==> src/rtl/serial_arith_pkg.sv <==
// Shared constants and helpers for the bit-serial arithmetic units.
package serial_arith_pkg;

    localparam logic [1:0] ST_IDLE  = 2'd0;
    localparam logic [1:0] ST_SHIFT = 2'd1;
    localparam logic [1:0] ST_DONE  = 2'd2;

    // Bit-counter width; a one-bit counter is still needed at the narrowest width.
    function automatic int unsigned cnt_w(input int unsigned width);
        return (width < 2) ? 1 : $clog2(width);
    endfunction

endpackage

==> src/rtl/serial_fa_cell.sv <==
// One-bit full adder with a carry flop that can be preset (load) or advanced (en).
module serial_fa_cell (
    input  logic clk,
    input  logic rstn,
    input  logic a_i,
    input  logic b_i,
    input  logic load_i,
    input  logic load_val_i,
    input  logic en_i,
    output logic sum_c,
    output logic cout_c,
    output logic carry_q
);

    logic carry_d;

    assign sum_c  = a_i ^ b_i ^ carry_q;
    assign cout_c = (a_i & b_i) | (a_i & carry_q) | (b_i & carry_q);

    // Load takes priority so a new operation can never inherit a stale carry.
    always_comb begin
        carry_d = carry_q;
        if (load_i) begin
            carry_d = load_val_i;
        end else if (en_i) begin
            carry_d = cout_c;
        end
    end

    always_ff @(posedge clk or negedge rstn) begin
        if (!rstn) begin
            carry_q <= 1'b0;
        end else begin
            carry_q <= carry_d;
        end
    end

endmodule

==> src/rtl/serial_addsub_ctrl.sv <==
// Bit-serial adder/subtractor with start/done handshake, accumulate mode and carry/overflow flags.
module serial_addsub_ctrl #(
    parameter int unsigned WIDTH = 8
) (
    input  logic             clk,
    input  logic             rstn,
    input  logic             start,
    input  logic             sub,
    input  logic             acc,
    input  logic [WIDTH-1:0] a_in,
    input  logic [WIDTH-1:0] b_in,
    output logic             busy,
    output logic             done,
    output logic [WIDTH-1:0] result,
    output logic             cout,
    output logic             overflow
);

    import serial_arith_pkg::*;

    localparam int unsigned      CNT_W    = cnt_w(WIDTH);
    localparam logic [CNT_W-1:0] CNT_LAST = CNT_W'(WIDTH - 1);

    logic [1:0]       state_q, state_d;
    logic [CNT_W-1:0] cnt_q, cnt_d;
    logic [WIDTH-1:0] a_q, a_d;
    logic [WIDTH-1:0] b_q, b_d;
    logic [WIDTH-1:0] result_q, result_d;
    logic             cout_q, cout_d;
    logic             ovf_q, ovf_d;
    logic             busy_q, busy_d;
    logic             done_q, done_d;

    logic fa_load, fa_en, fa_sum, fa_cout, carry_q;

    serial_fa_cell u_fa (
        .clk        (clk),
        .rstn       (rstn),
        .a_i        (a_q[0]),
        .b_i        (b_q[0]),
        .load_i     (fa_load),
        .load_val_i (sub),
        .en_i       (fa_en),
        .sum_c      (fa_sum),
        .cout_c     (fa_cout),
        .carry_q    (carry_q)
    );

    // Next-state and datapath control; LSB is processed first, sum bits enter at the MSB.
    always_comb begin
        state_d  = state_q;
        cnt_d    = cnt_q;
        a_d      = a_q;
        b_d      = b_q;
        result_d = result_q;
        cout_d   = cout_q;
        ovf_d    = ovf_q;
        fa_load  = 1'b0;
        fa_en    = 1'b0;

        case (state_q)
            ST_IDLE: begin
                if (start) begin
                    a_d     = acc ? result_q : a_in;
                    b_d     = sub ? ~b_in : b_in;
                    fa_load = 1'b1;
                    cnt_d   = '0;
                    state_d = ST_SHIFT;
                end
            end
            ST_SHIFT: begin
                fa_en = 1'b1;
                a_d   = {fa_sum, a_q[WIDTH-1:1]};
                b_d   = {1'b0, b_q[WIDTH-1:1]};
                cnt_d = cnt_q + CNT_W'(1);
                if (cnt_q == CNT_LAST) begin
                    // carry_q here is the carry into the MSB, fa_cout the carry out of it.
                    result_d = {fa_sum, a_q[WIDTH-1:1]};
                    cout_d   = fa_cout;
                    ovf_d    = carry_q ^ fa_cout;
                    state_d  = ST_DONE;
                end
            end
            ST_DONE: begin
                state_d = ST_IDLE;
            end
            default: begin
                state_d = ST_IDLE;
            end
        endcase

        busy_d = (state_d == ST_SHIFT);
        done_d = (state_d == ST_DONE);
    end

    always_ff @(posedge clk or negedge rstn) begin
        if (!rstn) begin
            state_q  <= ST_IDLE;
            cnt_q    <= '0;
            a_q      <= '0;
            b_q      <= '0;
            result_q <= '0;
            cout_q   <= 1'b0;
            ovf_q    <= 1'b0;
            busy_q   <= 1'b0;
            done_q   <= 1'b0;
        end else begin
            state_q  <= state_d;
            cnt_q    <= cnt_d;
            a_q      <= a_d;
            b_q      <= b_d;
            result_q <= result_d;
            cout_q   <= cout_d;
            ovf_q    <= ovf_d;
            busy_q   <= busy_d;
            done_q   <= done_d;
        end
    end

    assign busy     = busy_q;
    assign done     = done_q;
    assign result   = result_q;
    assign cout     = cout_q;
    assign overflow = ovf_q;

endmodule

==> config.mk <==
export PLATFORM = sky130hd
export DESIGN_NAME = serial_addsub_ctrl
export DESIGN_NICKNAME = d
export VERILOG_FILES = /design/src/rtl/serial_arith_pkg.sv /design/src/rtl/serial_fa_cell.sv /design/src/rtl/serial_addsub_ctrl.sv
export SDC_FILE = /design/constraint.sdc
export NUM_CORES = 1
export LEC_CHECK = 0
export CAP_MARGIN = 30
export CORE_ASPECT_RATIO = 0.8
export CORE_MARGIN = 2
export CORE_UTILIZATION = 35
export CTS_CLUSTER_SIZE = 16
export DETAILED_ROUTE_END_ITERATION = 10
export MAX_ROUTING_LAYER = met4
export SLEW_MARGIN = 20
export SYNTH_ARGS = -nofsm -noshare
export SYNTH_HDL_FRONTEND = slang
export SYNTH_SLANG_ARGS = --single-unit
==> constraint.sdc <==
create_clock -name clk -period 1.75 [get_ports clk]
set_input_delay 0.35 -clock clk [delete_from_list [all_inputs] [get_ports clk]]
set_output_delay 0.35 -clock clk [all_outputs]
set_load 0.01 [all_outputs]
==> Yosys cells after proc, flatten, opt, wreduce, memory -nomap -nowiden <==
Index checks and enable logic that the tools add are counted.
{ "word_totals": {"regBits": 34, "input_bits": 21, "output_inout_bits": 12, "wordCells": 46} }
{ "op_classes": {"n_addsub": 1, "n_eq_ne": 5, "mux": 16, "n_bitwise": 9, "n_reduce_logical": 5} }
{ "op_table": {"columns": ["op", "n"], "rows": [
  ["8-bit two-way mux", 4],
  ["8-bit case mux with 2 select lines", 2],
  ["8-bit inverter", 1],
  ["3-bit case mux with 2 select lines", 1],
  ["1-bit two-way mux", 5],
  ["2-bit by 1-bit == test with 1-bit output, second input constant", 2],
  ["2-bit two-way mux", 2],
  ["2-bit case mux with 2 select lines", 1],
  ["2-bit AND reduction", 2],
  ["2-bit nonzero test", 2],
  ["3-bit by 1-bit adder with 3-bit output, second input constant", 1],
  ["1-bit bitwise AND", 3],
  ["3-bit == test, second input constant", 1],
  ["3-bit two-way mux", 1],
  ["1-bit XOR", 3],
  ["2-bit == test, second input constant", 1],
  ["2-bit zero test", 1],
  ["2-bit != test, second input constant", 1],
  ["1-bit bitwise OR", 2]
]} }

==> Longest topological paths before layout <==
{ "logic_depth": {"word_depth": 5, "ltp_mapped": 6, "ltp_nobuf": 5} }

==> Modules after synthesis <==
From an unflattened synthesis, not the netlist that was laid out.
{ "unflattened": {"hier_cells": 135, "hier_area_um2": 1624.1} }
{ "modules_own_cells": {"columns": ["mod", "instances", "cells_per_inst", "area_each_um2", "seq_area_each_um2"], "rows": [
  ["serial_addsub_ctrl", 1, 130, 1560.2, 825.8],
  ["serial_fa_cell", 1, 5, 63.8, 25.0]
]} }

==> Least setup slack after synthesis <==
OpenSTA, ideal clock, no wires.
{ "synth_path": {"kind": "register to register", "startpoint": "reg cnt_q[0]", "endpoint": "reg cout_q, in the netlist cout", "setup_ps": 125, "arrival_time_ps": 1445, "required_time_ps": 1625, "path_slack_ps": 180, "stages_incl_launch_ff": 6, "n_path_buf": 1, "synth_period_minus_slack_ps": 1570, "cell_sequence": "dfrtp_1 > ha_1 > ha_1 > nand3b_1 > buf_2 > mux2_2"} }
{ "synth_via": {"elab_chain_cells": 2} }
{ "synth_rtl": {"columns": ["element", "line_no", "source"], "rows": [
  ["from (decl)", "serial_addsub_ctrl.sv:25", "logic [CNT_W-1:0] cnt_q, cnt_d;"],
  ["from (signal assigned)", "serial_addsub_ctrl.sv:109", "cnt_q <= cnt_d;"],
  ["3-bit == test", "serial_addsub_ctrl.sv:76", "if (cnt_q == CNT_LAST) begin"],
  ["2-bit AND reduction (no line)", null, null],
  ["to (signal assigned)", "serial_addsub_ctrl.sv:113", "cout_q <= cout_d;"],
  ["to (decl)", "serial_addsub_ctrl.sv:29", "logic cout_q, cout_d;"]
]} }
No other way between the ends.
A chain may end at the register's enable or synchronous reset.

==> Worst setup path in the final report <==
{ "layout_path": {"startpoint": "reg result_q[0], in the netlist result[0]", "endpoint": "out result[0]"} }
{ "layout_lines": {"columns": ["element", "line_no", "source"], "rows": [
  ["from (decl)", "serial_addsub_ctrl.sv:28", "logic [WIDTH-1:0] result_q, result_d;"],
  ["from (signal assigned)", "serial_addsub_ctrl.sv:112", "result_q <= result_d;"],
  ["to (decl)", "serial_addsub_ctrl.sv:14", "output logic [WIDTH-1:0] result,"]
]} }
No word-level cell between the ends.

==> impl_metrics.csv <==
group,metric,value,unit
outcome,status,"complete, no violations",
clock_network,numCtsBuffers,5,
global_route,grt_usage,13.4,%
power_and_ir_drop,power_leakage,0.000914,uW
floorplanning,initial_core_util,36.7,%
sta,drv_slew,0,
floorplanning,core-area,4230,um2
sta,setup_ws,0.195,ns
sta,max_freq,643,MHz
cells_and_area,area_growth,30.4,%
worst_setup_path,required,1.40,ns
synthesis,synth.top_cell.area_share,54.8,%
sta,slew_headroom,56.6,%
worst_setup_path,cp_top_family,"buffers and inverters",
worst_setup_path,cp_cell_sequence,"clkdlybuf4s50_1",
global_route,grt_overflow_total,0,
routing,final_antenna_net_count,0,
synthesis,synth.most_common_cell,"dfrtp_1",
synthesis,mappedNetlistArea,1550,um2
global_route,grt_pass1_vias,1077,
clock_network,post_cts_resized,0,
sta,skew,0.00516,ns
floorplanning,die_h,63.6,um
sta,min_period,1.55,ns
synthesis,synth_flop_cell,"dfrtp_1",
global_route,grt_pass1_wl,5.03,mm
sta,rsz0062_at_grt,"false",
synthesis,avgSynthCellArea,12.4,um2
sta,hold_viol_final,0,
worst_setup_path,rr_endpoint,"result[5]$_DFFE_PN0P_",
clock_network,clockBufferDepth,2,
worst_setup_path,rrSetupSlack,0.22,ns
worst_hold_path,hold_class,"in2async",
clock_network,cts_setup_buffers,0,
routing,via_per_inst,4.94,
synthesis,synth_async_sr_flop_share,100,%
worst_setup_path,critPathBufInv,1,
floorplanning,num_rows,21,
worst_setup_path,path_max_fanout,3,
sta,setup_tns,0,ns
worst_setup_path,rr_worst_depth,5,
routing,wl_per_cell,13.1,um
clock_network,clockRootBuffer,"clkbuf_8",
worst_setup_path,startpoint_type,"flop",
cells_and_area,drive_above_1_share,13.0,%
placement,gp_congestion,0.734,
sta,tightest_slew,0.650,ns
synthesis,synth.largest_area_cell,"dfrtp_1",
synthesis,synth-seq-cells,34,
clock_network,clk_latency,0.28,ns
synthesis,yosysUniqueCellTypes,21,
floorplanning,die_w,78.4,um
global_route,antenna_found_initial,0,
cells_and_area,num_antenna_cells,0,
cells_and_area,nets,185,
synthesis,netlist_top_cells_count,"34 x dfrtp_1, 16 x a221o_1, 16 x nor2_1",
sta,setup_violations,0,
clock_network,htreeDepth,2,
routing,drcViolationCount,0,
placement,pre_cts_slack,0.0227,ns
worst_setup_path,crit_path_top_delay_cell,"clkdlybuf4s50_1",
synthesis,synth_nets,149,
routing,vias,1078,
cells_and_area,n_fill_cell,384,
synthesis,yosysSeqAreaShare,54.8,%
clock_network,path_clk_slew,0.07,ns
placement,post-dp-hpwl,1.99,mm
power_and_ir_drop,p_total,3070,uW
routing,dr.pass1.iters,4,
power_and_ir_drop,max-vdd-ir-drop,0.000472,V
worst_setup_path,critical-path-max-stage-delay,0.55,ns
placement,placement.io_buffers,32,
worst_setup_path,path_class,"reg2out",
global_route,grt_max_degree,35,
run,cap_viol_max_count,0,
clock_network,cts_hold_buf,0,
cells_and_area,design_area,2020,um2
routing,drtIter0Drc,95,
synthesis,synth_edf_count,0,
synthesis,synth_area_leaders,"dfrtp_1 55%, a221o_1 10%, mux2_2 6.5%",
floorplanning,io_pins,33,
worst_setup_path,cp-end-kind,"primary output",
worst_setup_path,r2r_start,"cnt_q[0]$_DFFE_PN0P_",
clock_network,clkSinkCount,34,
routing,wirelength,2.87,mm
power_and_ir_drop,p_per_area,1520,nW/um2
floorplanning,dieArea,4980,um2
clock_network,cts_tree,"built",
synthesis,synth_warnings,0,
sta,fin_crit_sh,88.9,%
worst_setup_path,cp.arrival,1.20,ns
synthesis,syn-instance-count,125,
placement,dpl_cell_area,1950,um2
==> kinds of logic after synthesis <==
family	count (synthesis)	share of synthesized area, %
buf+inv	11	4.52
flops	34	54.8
simple gates	29	8.31
fa+ha+maj	3	2.90
compound gates	22	12.7
xor+xnor	9	5.08
mux	17	11.7
==> how the worst max path moves through the flow <==
stage / from / to / slack (ns) / depth (start not counted)
2_1_floorplan: cnt_q[0]$_DFFE_PN0P_ / cout$_DFFE_PN0P_ / 0.18 / 5
3_3_place_gp: start / a_q[7]$_DFFE_PN0P_ / 0.08 / 4
3_5_place_dp: acc / a_q[3]$_DFFE_PN0P_ / 0.02 / 5
4_1_cts: result[0]$_DFFE_PN0P_ / result[0] / 0.18 / 1
5_1_grt: result[0]$_DFFE_PN0P_ / result[0] / 0.14 / 1
6_report: result[0]$_DFFE_PN0P_ / result[0] / 0.20 / 1
==> sequential cells by signal, summed over array words and instances, names as in the netlist <==
register,count
a_q,8
b_q,8
busy,1
cnt_q,3
cout,1
done,1
overflow,1
result,8
state_q,2
u_fa.carry_q,1
==> where the power goes <==
group          switching, uW  internal (uW)  total (uW)
combinational            511            685        1200
clock                    254            273         527
sequential               230           1120        1350
total                    994           2080        3070
==> through the flow <==
stage          utilization, %  hold WS (ns)  instances
2_1_floorplan               -        0.0544        125
3_3_place_gp             46.0         0.468        211
3_5_place_dp             46.0         0.476        211
4_1_cts                  47.8         0.490        218
5_1_grt                  47.8         0.519        218
6_report                 47.8         0.475        218
==> layer usage <==
metal  vias to the layer above  wire length (um)  GRT usage [%]
li1                        519                 -              -
met1                       512              1420           18.7
met2                        40              1190           18.5
met3                         7               208           4.73
met4                         0                40           3.95
met5                         -                 0              -
==> cell type report <==
| type | instances | area (um2) | share of cell area, % |
|---|---|---|---|
| multi-input cells | 80 | 631 | 31.2 |
| well taps | 57 | 71.3 | 3.53 |
| clock buffers | 7 | 76.3 | 3.77 |
| flip-flops and latches | 34 | 851 | 42.1 |
| repair buffers | 37 | 383 | 18.9 |
| inverters | 3 | 11.3 | 0.557 |
==> placed cells by master (no fill, tap or decap), drive strengths merged <==
cell and count:
nand3b 1, fa 1, mux2 9, dfrtp 34
buf 5, a221o 16, nand3 3, inv 3
mux2i 8, clkdlybuf4s50 32, ha 2, nor2b 1
nand2b 1, xnor2 9, o21ai 5, o21bai 1
nand2 6, nor2 16, clkbuf 7, or3b 1
Note: power is estimated with default switching activity, not from simulation.
==> patch, RTL diff (config.mk and constraints unchanged) <==
Change the parameter `WIDTH` from 8 to 12.
--- a/src/rtl/serial_addsub_ctrl.sv
+++ b/src/rtl/serial_addsub_ctrl.sv
@@ -1,5 +1,5 @@
 // Bit-serial adder/subtractor with start/done handshake, accumulate mode and carry/overflow flags.
 module serial_addsub_ctrl #(
-    parameter int unsigned WIDTH = 8
+    parameter int unsigned WIDTH = 12
 ) (
     input  logic             clk,
Ports: changed (resized a_in, b_in and result); port bits go from 33 to 45. No check against the original RTL was run, so the function may have changed too.
==> patch against the original RTL <==
Synthesized cell count rose by 38%. Utilization rose by 0.24 points. Wire length rose by 48%. Combinational power rose by 43%. Via count rose by 38%. Largest cell class unchanged. Non-clock buffer count rose by 19. Power rose by 38%. Area after synthesis rose by 38%. Sequential cell count rose by 13. Sequential share of layout area fell by 0.66 points. Cell area rose by 40%. Setup slack got worse by 32 ps. Hold slack got worse by 460 ps.
==> patch: results (changes against the original RTL) <==
Global routing
  – Largest net degree at the start of global routing: 29 (-17%)
  – Initial antenna violation count: 0 (unchanged)
  – Global Route Usage Sum: 13.7% (+0.24 points)
  – Global-route wire length before repair: 6940 µm (+38%)

Logic synthesis
  – Area of the mapped netlist: 0.00214 mm² (+38%)
  – Top cells by area in the synthesized netlist: dfrtp_1, a221o_1, mux2_2
  – Post-synthesis async set-or-reset flop share: 100% (unchanged)
  – Mean Syn Cell Area: 12.5 µm² (+0.45%)
  – Syn Nets: 203 (+36%)
  – List of most frequent post-synthesis cells: dfrtp_1, nor2_1, a221o_1
  – Distinct cell type count after synthesis: 25 (+19%)
  – Sequential element share of the synthesized area: 54.8% (about the same)
  – YS warnings: 0 (unchanged)

Clocking
  – Setup Buffers After CTS: 0 (unchanged)
  – H-Tree Depth: 2 (unchanged)
  – Clock-pin slew on the worst setup and hold paths: 80 ps
  – Cts repair resizes: 0 (unchanged)
  – Clock Tree Buf Depth: 2 (unchanged)
  – CTS Buf Count: 5 (unchanged)
  – Clock latency on the worst-skew pair: ~290 ps
  – Clock Tree Root: clkbuf_8

Pwr
  – Lkg Pwr: 1.24 nW (+36%)
  – Peak VDD IR: 0.000408 V (-14%)

Critical path
  – Crit path DAT: 1240 ps (+40 ps)
  – CP top delay family: buffers and inverters
  – Critical path's slowest cell: clkdlybuf4s50_1
  – Critical Path Max Stage Delay: 550 ps (about the same)
  – Crit Path Max Fanout: 3 (unchanged)

Routing
  – Vias post-DR: 1488 (+38%)
  – Wirelength per Cell: 13.9 µm (+5.8%)
  – Starting DRT DRC Count: 63 (-34%)
  – Drt pass-1 iters: 4 (unchanged)

Final layout
  – Ant diodes: 0 (unchanged)
  – # nets final: 254 (+37%)
  – Fraction of layout cells with a size suffix above 1: 16.5% (+3.5 points)
  – Post-route insts no fill: 305 (+40%)
  – # fillers: 539 (+40%)

Place
  – Pre-CTS setup slack: -92.3 ps (-115 ps)
  – Final estimated routing congestion in global placement: 0.710 (-3.4%)
  – Inst Count DP: 297 (+41%)
  – Post-DP HPWL: 3000 µm (+51%)
  – Port bufs: 44 (+38%)

Status
  – Status: completed

STA
  – Slew headroom: 67.2% (+11 points)
  – Clock skew: 4.31 ps (-0.853 ps)

Hold path
  – Hold/Removal Path Class: in2async
==> patch: per-stage QoR <==
step                total power [W]  area (µm²)  utilization, %
finish                      0.00423        2840            48.1
detailed placement          0.00365        2760            46.7
floorplan                   0.00293        2140               -
global placement            0.00361        2760            46.7
global route                0.00453        2840            48.1
CTS                         0.00429        2840            48.1
==> patch: cell families after synthesis <==
group                    Yosys count  share of synthesized area (%)
flip-flops                        47                           54.8
AND/OR/NAND/NOR                   42                           9.34
AO/OA/AOI/OAI                     28                           12.2
multiplexers                      27                           13.4
XOR/XNOR                          14                           5.72
buffers and inverters             12                           2.98
adder cells (fa/ha/maj)            2                           1.52
==> patch: per-layer routing <==
layer  vias up  wire (µm)  GRT usage [%]
met5         -          0              -
met4         0         36           5.05
met3         3        188           3.14
met2        36       1850           20.0
met1       718       2170           18.7
li1        731          -              -
==> patch: report_power, final <==
| part | internal (W) | switching [W] |
|---|---|---|
| Clock | 0.000281 | 0.000339 |
| Sequential | 0.00155 | 0.000345 |
| Combinational | 0.000992 | 0.000723 |
==> patch: layout make-up <==
class	instances	share of cell area [%]
Sequential cell	47	41.4
Multi-Input combinational cell	113	31.9
Timing Repair Buffer	56	20.3
Tap cell	81	3.57
Clock buffer	7	2.69
Clock inverter	1	0.176
==> patch: final timing paths <==
| kind | startpoint | endpoint | slack, ps | depth (start not counted) |
|---|---|---|---|---|
| max | result[1]$_DFFE_PN0P_ | result[1] | 160 | 1 |
| min | rstn | result[10]$_DFFE_PN0P_ | 10 | 1 |
| max reg2reg | state_q[1]$_DFF_PN0_ | result[5]$_DFFE_PN0P_ | 210 | 4 |
| min reg2reg | cnt_q[3]$_DFFE_PN0P_ | cnt_q[3]$_DFFE_PN0P_ | 490 | 1 |
| max in group asynchronous | rstn | overflow$_DFFE_PN0P_ | 1230 | 2 |
| min in group clk | cnt_q[3]$_DFFE_PN0P_ | cnt_q[3]$_DFFE_PN0P_ | 490 | 1 |
